--- config.mk ---
export PLATFORM = sky130hd
export DESIGN_NAME = serial_subtractor_ctrl
export DESIGN_NICKNAME = d
export VERILOG_FILES = /design/src/rtl/serial_subtractor_ctrl.sv
export SDC_FILE = /design/constraint.sdc
export NUM_CORES = 1
export LEC_CHECK = 0
export ABC_AREA = 1
export CAP_MARGIN = 20
export CORE_ASPECT_RATIO = 1.5
export CORE_MARGIN = 10
export CORE_UTILIZATION = 56
export CTS_CLUSTER_SIZE = 40
export DETAILED_ROUTE_END_ITERATION = 12
export PLACE_DENSITY = 0.83
export SLEW_MARGIN = 20
export SYNTH_ARGS = -nofsm -noshare
export SYNTH_HDL_FRONTEND = slang
export SYNTH_SLANG_ARGS = --single-unit
--- constraint.sdc ---
create_clock -name clk -period 3.6 [get_ports clk]
set_clock_uncertainty 0.2 [all_clocks]
set_input_delay 0.72 -clock clk [delete_from_list [all_inputs] [get_ports clk]]
set_output_delay 0.72 -clock clk [all_outputs]
set_load 0.005 [all_outputs]
--- src/rtl/serial_subtractor_ctrl.sv ---
// Bit-serial subtractor: computes diff = a - b one bit per clock, LSB first,
// through a single full-subtractor cell with a registered borrow between steps.
module serial_subtractor_ctrl #(
    parameter int WIDTH = 8
) (
    input  logic             clk,
    input  logic             reset_p,
    input  logic             start,
    input  logic [WIDTH-1:0] a,
    input  logic [WIDTH-1:0] b,
    output logic             ready,
    output logic             busy,
    output logic             done,
    output logic [WIDTH-1:0] diff,
    output logic             borrow_out
);

    localparam int CNT_W = (WIDTH > 1) ? $clog2(WIDTH) : 1;
    localparam logic [CNT_W-1:0] LAST_BIT = CNT_W'(WIDTH - 1);

    typedef enum logic [1:0] {
        IDLE,
        RUN,
        DONE
    } state_t;

    state_t           state;
    logic [WIDTH-1:0] a_sr;
    logic [WIDTH-1:0] b_sr;
    logic [WIDTH-1:0] res_sr;
    logic [CNT_W-1:0] cnt;
    logic             borrow_q;

    logic             x;
    logic             y;
    logic             d;
    logic             bout;
    logic [WIDTH-1:0] res_next;

    // One full-subtractor cell, shared by every bit position.
    assign x        = a_sr[0];
    assign y        = b_sr[0];
    assign d        = x ^ y ^ borrow_q;
    assign bout     = (~x & y) | (~(x ^ y) & borrow_q);
    assign res_next = {d, res_sr[WIDTH-1:1]};

    always_ff @(posedge clk) begin
        if (reset_p) begin
            state      <= IDLE;
            ready      <= 1'b1;
            busy       <= 1'b0;
            done       <= 1'b0;
            diff       <= '0;
            borrow_out <= 1'b0;
            a_sr       <= '0;
            b_sr       <= '0;
            res_sr     <= '0;
            cnt        <= '0;
            borrow_q   <= 1'b0;
        end else begin
            case (state)
                IDLE: begin
                    done <= 1'b0;
                    if (start) begin
                        a_sr     <= a;
                        b_sr     <= b;
                        res_sr   <= '0;
                        cnt      <= '0;
                        borrow_q <= 1'b0;
                        state    <= RUN;
                        ready    <= 1'b0;
                        busy     <= 1'b1;
                    end
                end
                RUN: begin
                    a_sr     <= a_sr >> 1;
                    b_sr     <= b_sr >> 1;
                    res_sr   <= res_next;
                    borrow_q <= bout;
                    // Publish on the final bit so diff/borrow_out move only once per operation.
                    if (cnt == LAST_BIT) begin
                        state      <= DONE;
                        busy       <= 1'b0;
                        done       <= 1'b1;
                        diff       <= res_next;
                        borrow_out <= bout;
                    end else begin
                        cnt <= cnt + CNT_W'(1);
                    end
                end
                DONE: begin
                    done  <= 1'b0;
                    ready <= 1'b1;
                    state <= IDLE;
                end
                default: begin
                    state <= IDLE;
                    ready <= 1'b1;
                    busy  <= 1'b0;
                    done  <= 1'b0;
                end
            endcase
        end
    end

endmodule

==> results of run 1 <==
kinds of logic after synthesis:
logic type,count (synthesis),synth area share
fa+ha+maj,3,0.0244
compound gates,23,0.0664
simple gates,159,0.391
buf+inv,25,0.0738
flops,41,0.444
cell type report:
| class | count | area [µm²] |
|---|---|---|
| Sequential cell | 41 | 821 |
| Clock inverter | 1 | 30.0 |
| Tap cell | 40 | 50.0 |
| Multi-Input combinational cell | 185 | 890 |
| Timing Repair Buffer | 31 | 308 |
| Inverter | 11 | 43.8 |
| Fill cell | 270 | 931 |
| Clock buffer | 7 | 86.3 |
state kept, by name (all words and copies together) (netlist names):
name / count
busy: 1
diff: 8
cnt: 3
ready: 1
done: 1
res_sr: 7
borrow_out: 1
borrow_q: 1
state: 2
b_sr: 8
a_sr: 8
critical path: stages:
cell	delay [ns]
clkdlybuf4s50_1	0.65
inv_1	0.75
nand2_1	0.17
o22ai_1	0.20
worst min-delay path by stage:
stage	from	to	cells after the start
6_report	diff[7]	diff[7]	2
5_1_grt	busy	busy	2
4_1_cts	diff[1]	diff[1]	2
3_5_place_dp	busy	busy	2
3_3_place_gp	diff[7]	diff[7]	2
2_1_floorplan	res_sr[1]	res_sr[1]	2
power breakdown:
group	leakage, nW	switching (mW)	internal [mW]
sequential	0.335	0.00893	0.473
clock	0.0585	0.157	0.226
combinational	0.543	0.0695	0.0545
total	0.937	0.236	0.754
metal layers:
metal,routed length (µm),vias up,share of wire
met3,296,8,0.071
met4,97,0,0.023
li1,-,855,-
met5,0,-,0
met1,1760,774,0.42
met2,2020,46,0.48
cell usage in the layout (no fill, tap or decap), types with 3 or more instances in the layout:
cell type and n:
nand2_1 72, dfxtp_1 41, nor2_1 35, nand3_1 33, clkdlybuf4s50_1 30, nand3b_1 13
a21oi_1 12, inv_1 9, o22ai_1 6, clkbuf_8 6, o21ai_0 5, nand2_4 3
metrics by stage:
step                      worst slack, ns  hold slack (ns)
after global routing                0.984            0.284
after detailed placement            0.855            0.256
after global placement              0.902            0.254
after floorplan                      1.95            0.245
final                                1.13            0.268
after CTS                            1.16            0.273
==> metrics.txt, run 1 <==
Routed WL 4170 µm; # clock sinks 41; most frequent cells after synthesis nand2_1 (72), dfxtp_1 (41), nor2_1 (35); total CTS buffers 5; Reg clk slew, reported paths 0.08 ns; critical setup path kind in2reg; syn nets 273; post_cts resized 0; routing usage on met2 0.245; first-pass GRT wire length 7530 µm; critical path capture point res_sr[5]; Final Power 989 µW; CTS tree built; setup bufs post-CTS 0; CTS max path bufs 2; Die W 66.9 µm; outcome finished clean; Core Region 3160 µm²; Yosys warning count 0; Total GRT Usage 0.153; Max VDD drop 0.329 mV; Top FF cell, synth dfxtp_1; r2r worst-path depth 6; Critical Path AT 2.50 ns; drt initial violations 117; fmax 404 MHz; detailed placement HPWL 2790 µm; Layout area overhead 20.7%; Power Density 444 nW/µm²; critical path endpoint category flip-flop; chip height 90.3 µm; Seq/Total Area, Yosys 0.444; Syn Inst Count 251; CP Launch Type input port; min cycle time layout 2.47 ns; cts hold-fix bufs 0; Post-synth EDFFs 0; Final Util 0.705; clock latency on the worst-skew pair 0.29 ns; ys async rst share 0; Max FO, Critical Path 29; placed cells 308; Final setup violation count 0; Critical R2R Capture a_sr[1]; GRT met1 Usage 0.168; Worst Tran Pin Value 0.849 ns; Antenna Cells 0; count leader, synth nand2_1; MaxCap Viol Count 0; layout cells sized above 1 0.0580; Max-slew headroom 0.433; Setup crit start reset_p; Cell Rows 25; flop and latch count out of synthesis 41; Finished Layout Cells 316; met3 global-route usage 0.0522; pin count of the biggest net entering global routing 39; Cell variety after synth 22; Avg Cell Area, Syn 7.36 µm²; Post-DP Area 2110 µm²; PortBufs 30; aggregate global routing overflow 0; die area 6040 µm²; max-slew violations 0; reg2reg start state[1]; initial core utilization 0.585; Final Hold Vio Count 0; Leak 0.937 nW; I/O Pins 31; design area 2230 µm²; Routed Antenna Nets 0; Root Buffer clkbuf_8; Yosys top cell by area dfxtp_1; vias per inst 5.33; initial antenna violation count 0; synthesized cell area 1850 µm²; R2R Setup Slk 1.73 ns; Residual DRC 0; Setup TNS 0 ns; CTS HTree Levels 2; ranking of synthesized cells by area dfxtp_1 (44%), nand2_1 (15%), nand3_1 (8.9%); fin crit share 0.687; DR pass1 iterations 4; grt peak-use layer met2; worst hold path class reg2reg; Worst EP required 3.62 ns; DR WL/cell 13.2 µm; final net count 297; vias in the first global route 1714; RSZ-0062 raised after global routing no; DR vias 1683; Placer Congestion 0.868; Synth top area share 0.444
Power figures use the tool's default switching activity.
==> run 2, diff against run 1 <==
--- a/config.mk
+++ b/config.mk
@@ -9,10 +9,10 @@
 export CAP_MARGIN = 20
 export CORE_ASPECT_RATIO = 1.5
 export CORE_MARGIN = 10
-export CORE_UTILIZATION = 56
+export CORE_UTILIZATION = 47
 export CTS_CLUSTER_SIZE = 40
 export DETAILED_ROUTE_END_ITERATION = 12
-export PLACE_DENSITY = 0.83
+export PLACE_DENSITY = 0.75
 export SLEW_MARGIN = 20
 export SYNTH_ARGS = -nofsm -noshare
 export SYNTH_HDL_FRONTEND = slang
==> constraint.sdc (replaced) <==
create_clock -name clk -period 2.2 [get_ports clk]
set_clock_uncertainty 0.2 [all_clocks]
set_input_delay 0.44 -clock clk [delete_from_list [all_inputs] [get_ports clk]]
set_output_delay 0.44 -clock clk [all_outputs]
set_load 0.005 [all_outputs]
==> metrics.txt, run 2 (same netlist as run 1, synthesis figures left out) <==
Final setup violation count 0; design area 2230 µm²; reg2reg start state[1]; Sw Ratio 0.259; hold slack 0.267 ns; final worst setup slack 0.402 ns; aggregate global routing overflow 0; Hold EP diff[7]; vias in the first global route 1713; chip height 96.8 µm; NetSw 381 µW; biggest regs a_sr x8, b_sr x8, diff x8; Residual DRC 0; Comb pwr share 0.140; layout cells sized above 1 0.0714; Leak 0.942 nW; clock latency on the worst-skew pair 0.29 ns; I/O Pins 31; met3 global-route usage 0.0480; Worst Path Buf+Inv 1; PortBufs 30; Final Hold Vio Count 0; Cell Rows 27; max-slew violations 0; outcome finished clean; DR vias 1663; Antenna Cells 0; Max VDD drop 0.567 mV; Setup TNS 0 ns; Layout fillers 354; Critical R2R Capture b_sr[4]; clock share of power 0.320; commonest non-fill, non-tap cell in the layout nand2_1; fmax 556 MHz; Routed WL 4390 µm; # clock sinks 41; MaxCap Viol Count 0; CP top delay family buffers and inverters; drt initial violations 133; CP max-delay cell clkdlybuf4s50_1; Core Region 3750 µm²; die area 6890 µm²; routing usage on met2 0.211; Power Density 659 nW/µm²; most frequent cells in the layout nand2_1 (72), dfxtp_1 (41), nor2_1 (35); Max FO, Critical Path 2; first-pass GRT wire length 7950 µm; CP peak stage delay 0.51 ns; critical path endpoint category output port; Critical Path AT 1.16 ns; Finished Layout Cells 323; Worst EP required 1.56 ns; R2R Setup Slk 0.43 ns; Worst Tran Pin Value 0.503 ns; Total GRT Usage 0.136; WHS Path Cells 2; setup bufs post-CTS 0; Post-DP Area 2150 µm²; Root Buffer clkbuf_8; worst hold path class reg2reg; detailed placement HPWL 2980 µm; grt peak-use layer met2; crit path cell chain clkdlybuf4s50_1; cts hold-fix bufs 0; fin crit share 0.817; Reg clk slew, reported paths 0.08 ns; DR pass1 iterations 4; r2r worst-path depth 6; Max-slew headroom 0.665; Placer Congestion 0.832; critical setup path kind reg2out; CTS tree built; pin count of the biggest net entering global routing 30; CP Launch Type flip-flop; GRT met1 Usage 0.162; Die W 71.2 µm; Final Util 0.594; DR WL/cell 13.6 µm; sequential share of power 0.540; P_int 1.09 mW; CTS max path bufs 2; total CTS buffers 5; Post-Place Worst Slack 0.304 ns; initial antenna violation count 0; vias per inst 5.15; placed cells 315; CTS HTree Levels 2; RSZ-0062 raised after global routing no; initial core utilization 0.492; post_cts resized 0; Routed Antenna Nets 0; Layout area overhead 20.7%; final net count 301; min cycle time layout 1.80 ns; Final Power 1.47 mW; worst hold path startpoint diff[7]
-- run 2: tightest hold or removal path, delay by kind of cell (launching register included) --
family | cells | cell delay [ns]
AO/OA/AOI/OAI | 1 | 0.05
flip-flops | 1 | 0.31
AND/OR/NAND/NOR | 1 | 0.06
-- run 2: power by group through the flow --
stage	clock network, mW	registers (mW)	logic [mW]
global route	0.517	0.798	0.236
floorplan	0	0.804	0.146
detailed placement	0	0.810	0.205
CTS	0.487	0.793	0.207
global placement	0	0.809	0.205
finish	0.470	0.793	0.206
-- run 2: routing by layer --
metal | wire (µm) | part of all wire | vias to the layer above
li1 | - | - | 869
met1 | 2070 | 0.47 | 744
met2 | 1980 | 0.45 | 43
met3 | 257 | 0.059 | 7
met4 | 85 | 0.019 | 0
met5 | 0 | 0 | -
-- run 2: cell type report --
class                      instances  area [µm²]  area share
sequential                        41         821       0.368
clock buffer                       6        72.6      0.0326
tap                               43        53.8      0.0241
inverter                          11        43.8      0.0197
clock inverter                     2        10.0     0.00449
multi-input combinational        185         890       0.399
timing repair buffer              35         338       0.152
-- run 2: worst max path at each step --
stage	start	end	slack, ns	cells after the start
after floorplan	cnt[0]	diff[0]	0.76	5
after global placement	start	b_sr[4]	0.31	6
after detailed placement	start	b_sr[4]	0.30	6
after CTS	busy	busy	0.37	1
after global routing	state[1]	b_sr[4]	0.26	6
final	busy	busy	0.40	1
==> run 3, diff against run 2 <==
--- a/config.mk
+++ b/config.mk
@@ -9,10 +9,10 @@
 export CAP_MARGIN = 20
 export CORE_ASPECT_RATIO = 1.5
 export CORE_MARGIN = 10
-export CORE_UTILIZATION = 47
+export CORE_UTILIZATION = 52
 export CTS_CLUSTER_SIZE = 40
 export DETAILED_ROUTE_END_ITERATION = 12
-export PLACE_DENSITY = 0.75
+export PLACE_DENSITY = 0.78
 export SLEW_MARGIN = 20
 export SYNTH_ARGS = -nofsm -noshare
 export SYNTH_HDL_FRONTEND = slang
==> constraint.sdc (replaced) <==
create_clock -name clk -period 1.8 [get_ports clk]
set_clock_uncertainty 0.2 [all_clocks]
set_input_delay 0.36 -clock clk [delete_from_list [all_inputs] [get_ports clk]]
set_output_delay 0.36 -clock clk [all_outputs]
set_load 0.005 [all_outputs]
==> metrics.txt, run 3 (same netlist as run 1, synthesis figures left out) <==
CP max-delay cell clkdlybuf4s50_1; Root Buffer clkbuf_8; biggest regs a_sr x8, b_sr x8, diff x8; Final Hold Vio Count 0; vias per inst 5.29; drt initial violations 152; Sw Ratio 0.251; I/O Pins 31; fmax 585 MHz; Die W 68.7 µm; CP peak stage delay 0.51 ns; Total GRT Usage 0.147; total CTS buffers 5; commonest non-fill, non-tap cell in the layout nand2_1; Max VDD drop 0.774 mV; outcome finished clean; min cycle time layout 1.71 ns; Leak 0.989 nW; area occupied by registers 821 µm²; NetSw 475 µW; cts hold-fix bufs 0; Max-slew headroom 0.762; Cell Rows 26; MaxCap Viol Count 0; Comb pwr share 0.140; critical setup path kind reg2out; chip height 93.0 µm; aggregate global routing overflow 0; Core Region 3420 µm²; CP top delay family buffers and inverters; PortBufs 30; die area 6380 µm²; Residual DRC 0; RSZ-0062 raised after global routing no; most frequent cells in the layout nand2_1 (72), dfxtp_1 (41), nor2_1 (35); max-slew violations 0; CTS tree built; post_cts resized 0; Power Density 820 nW/µm²; clock share of power 0.348; fin crit share 0.949; detailed placement HPWL 3090 µm; Final setup violation count 0; layout cells sized above 1 0.0976; Placer Congestion 0.815; Antenna Cells 0; initial antenna violation count 0; Reg clk slew, reported paths 0.08 ns; Worst Path Buf+Inv 1; Critical Path AT 1.15 ns; pin count of the biggest net entering global routing 30; DR pass1 iterations 4; DR vias 1739; Routed WL 4280 µm; P_int 1.42 mW; crit path cell chain clkdlybuf4s50_1; Worst Tran Pin Value 0.356 ns; clock latency on the worst-skew pair 0.29 ns; worst hold path class reg2reg; area occupied by multi-input gates 890 µm²; sequential share of power 0.512; setup bufs post-CTS 0; Layout fillers 304; # clock sinks 41; critical path endpoint category output port; DR WL/cell 13.0 µm; CP Launch Type flip-flop; Setup TNS 0 ns; Max FO, Critical Path 2; Routed Antenna Nets 0; vias in the first global route 1772; final net count 308; CTS HTree Levels 2; Layout area overhead 25.1%; Final Power 1.89 mW; CTS max path bufs 2; initial core utilization 0.541; first-pass GRT wire length 7570 µm; Worst EP required 1.24 ns
run 3: cell count changes in the layout (fill, tap and decap cells not counted):
cell      change
buf_4         +6
clkbuf_8      +2
buf_12        +1
clkbuf_1      -1
clkinv_2      -1
run 3: power by group through the flow:
stage | combinational, mW | sequential, mW | clock (mW)
6_report | 0.265 | 0.969 | 0.660
5_1_grt | 0.303 | 0.973 | 0.699
4_1_cts | 0.267 | 0.969 | 0.676
3_5_place_dp | 0.266 | 0.990 | 0
3_3_place_gp | 0.262 | 0.989 | 0
2_1_floorplan | 0.179 | 0.982 | 0
run 3: stage by stage:
stage | hold WS (ns) | util | instances | setup WS [ns] | area [µm²]
after global routing | 0.297 | 0.677 | 329 | 0.0433 | 2310
after CTS | 0.271 | 0.677 | 329 | 0.0765 | 2310
after floorplan | 0.229 | - | 251 | 0.361 | 1850
after detailed placement | 0.259 | 0.647 | 321 | 0.0965 | 2210
after global placement | 0.251 | 0.647 | 321 | 0.106 | 2210
final | 0.267 | 0.677 | 329 | 0.0913 | 2310
run 3: routing by layer:
| metal | share of wire | wire length (µm) | up-vias | global-route usage |
|---|---|---|---|---|
| met1 | 0.43 | 1850 | 817 | 0.169 |
| met4 | 0.0089 | 38 | 0 | 0.0455 |
| met3 | 0.045 | 191 | 4 | 0.0442 |
| li1 | - | - | 881 | - |
| met2 | 0.51 | 2200 | 37 | 0.250 |
| met5 | 0 | 0 | - | 0 |
run 3: final cells by class:
class | count | area share
clock buffer | 7 | 0.0417
timing repair buffer | 42 | 0.174
clock inverter | 1 | 0.00217
multi-input combinational | 185 | 0.385
tap | 42 | 0.0227
sequential | 41 | 0.355
inverter | 11 | 0.0189
run 3: path summary, 6_finish.rpt:
| check | startpoint | to | slack, ns | cells past startpoint |
|---|---|---|---|---|
| max | diff[3] | diff[3] | 0.09 | 1 |
| min | diff[6] | diff[6] | 0.27 | 2 |
| max reg2reg | cnt[1] | diff[3] | 0.20 | 5 |
| min reg2reg | diff[6] | diff[6] | 0.27 | 2 |
run 3: worst min-delay path, stage by stage (launching register included):
cell,delay (ns)
dfxtp_1,0.31
nand2_1,0.06
a21oi_1,0.05
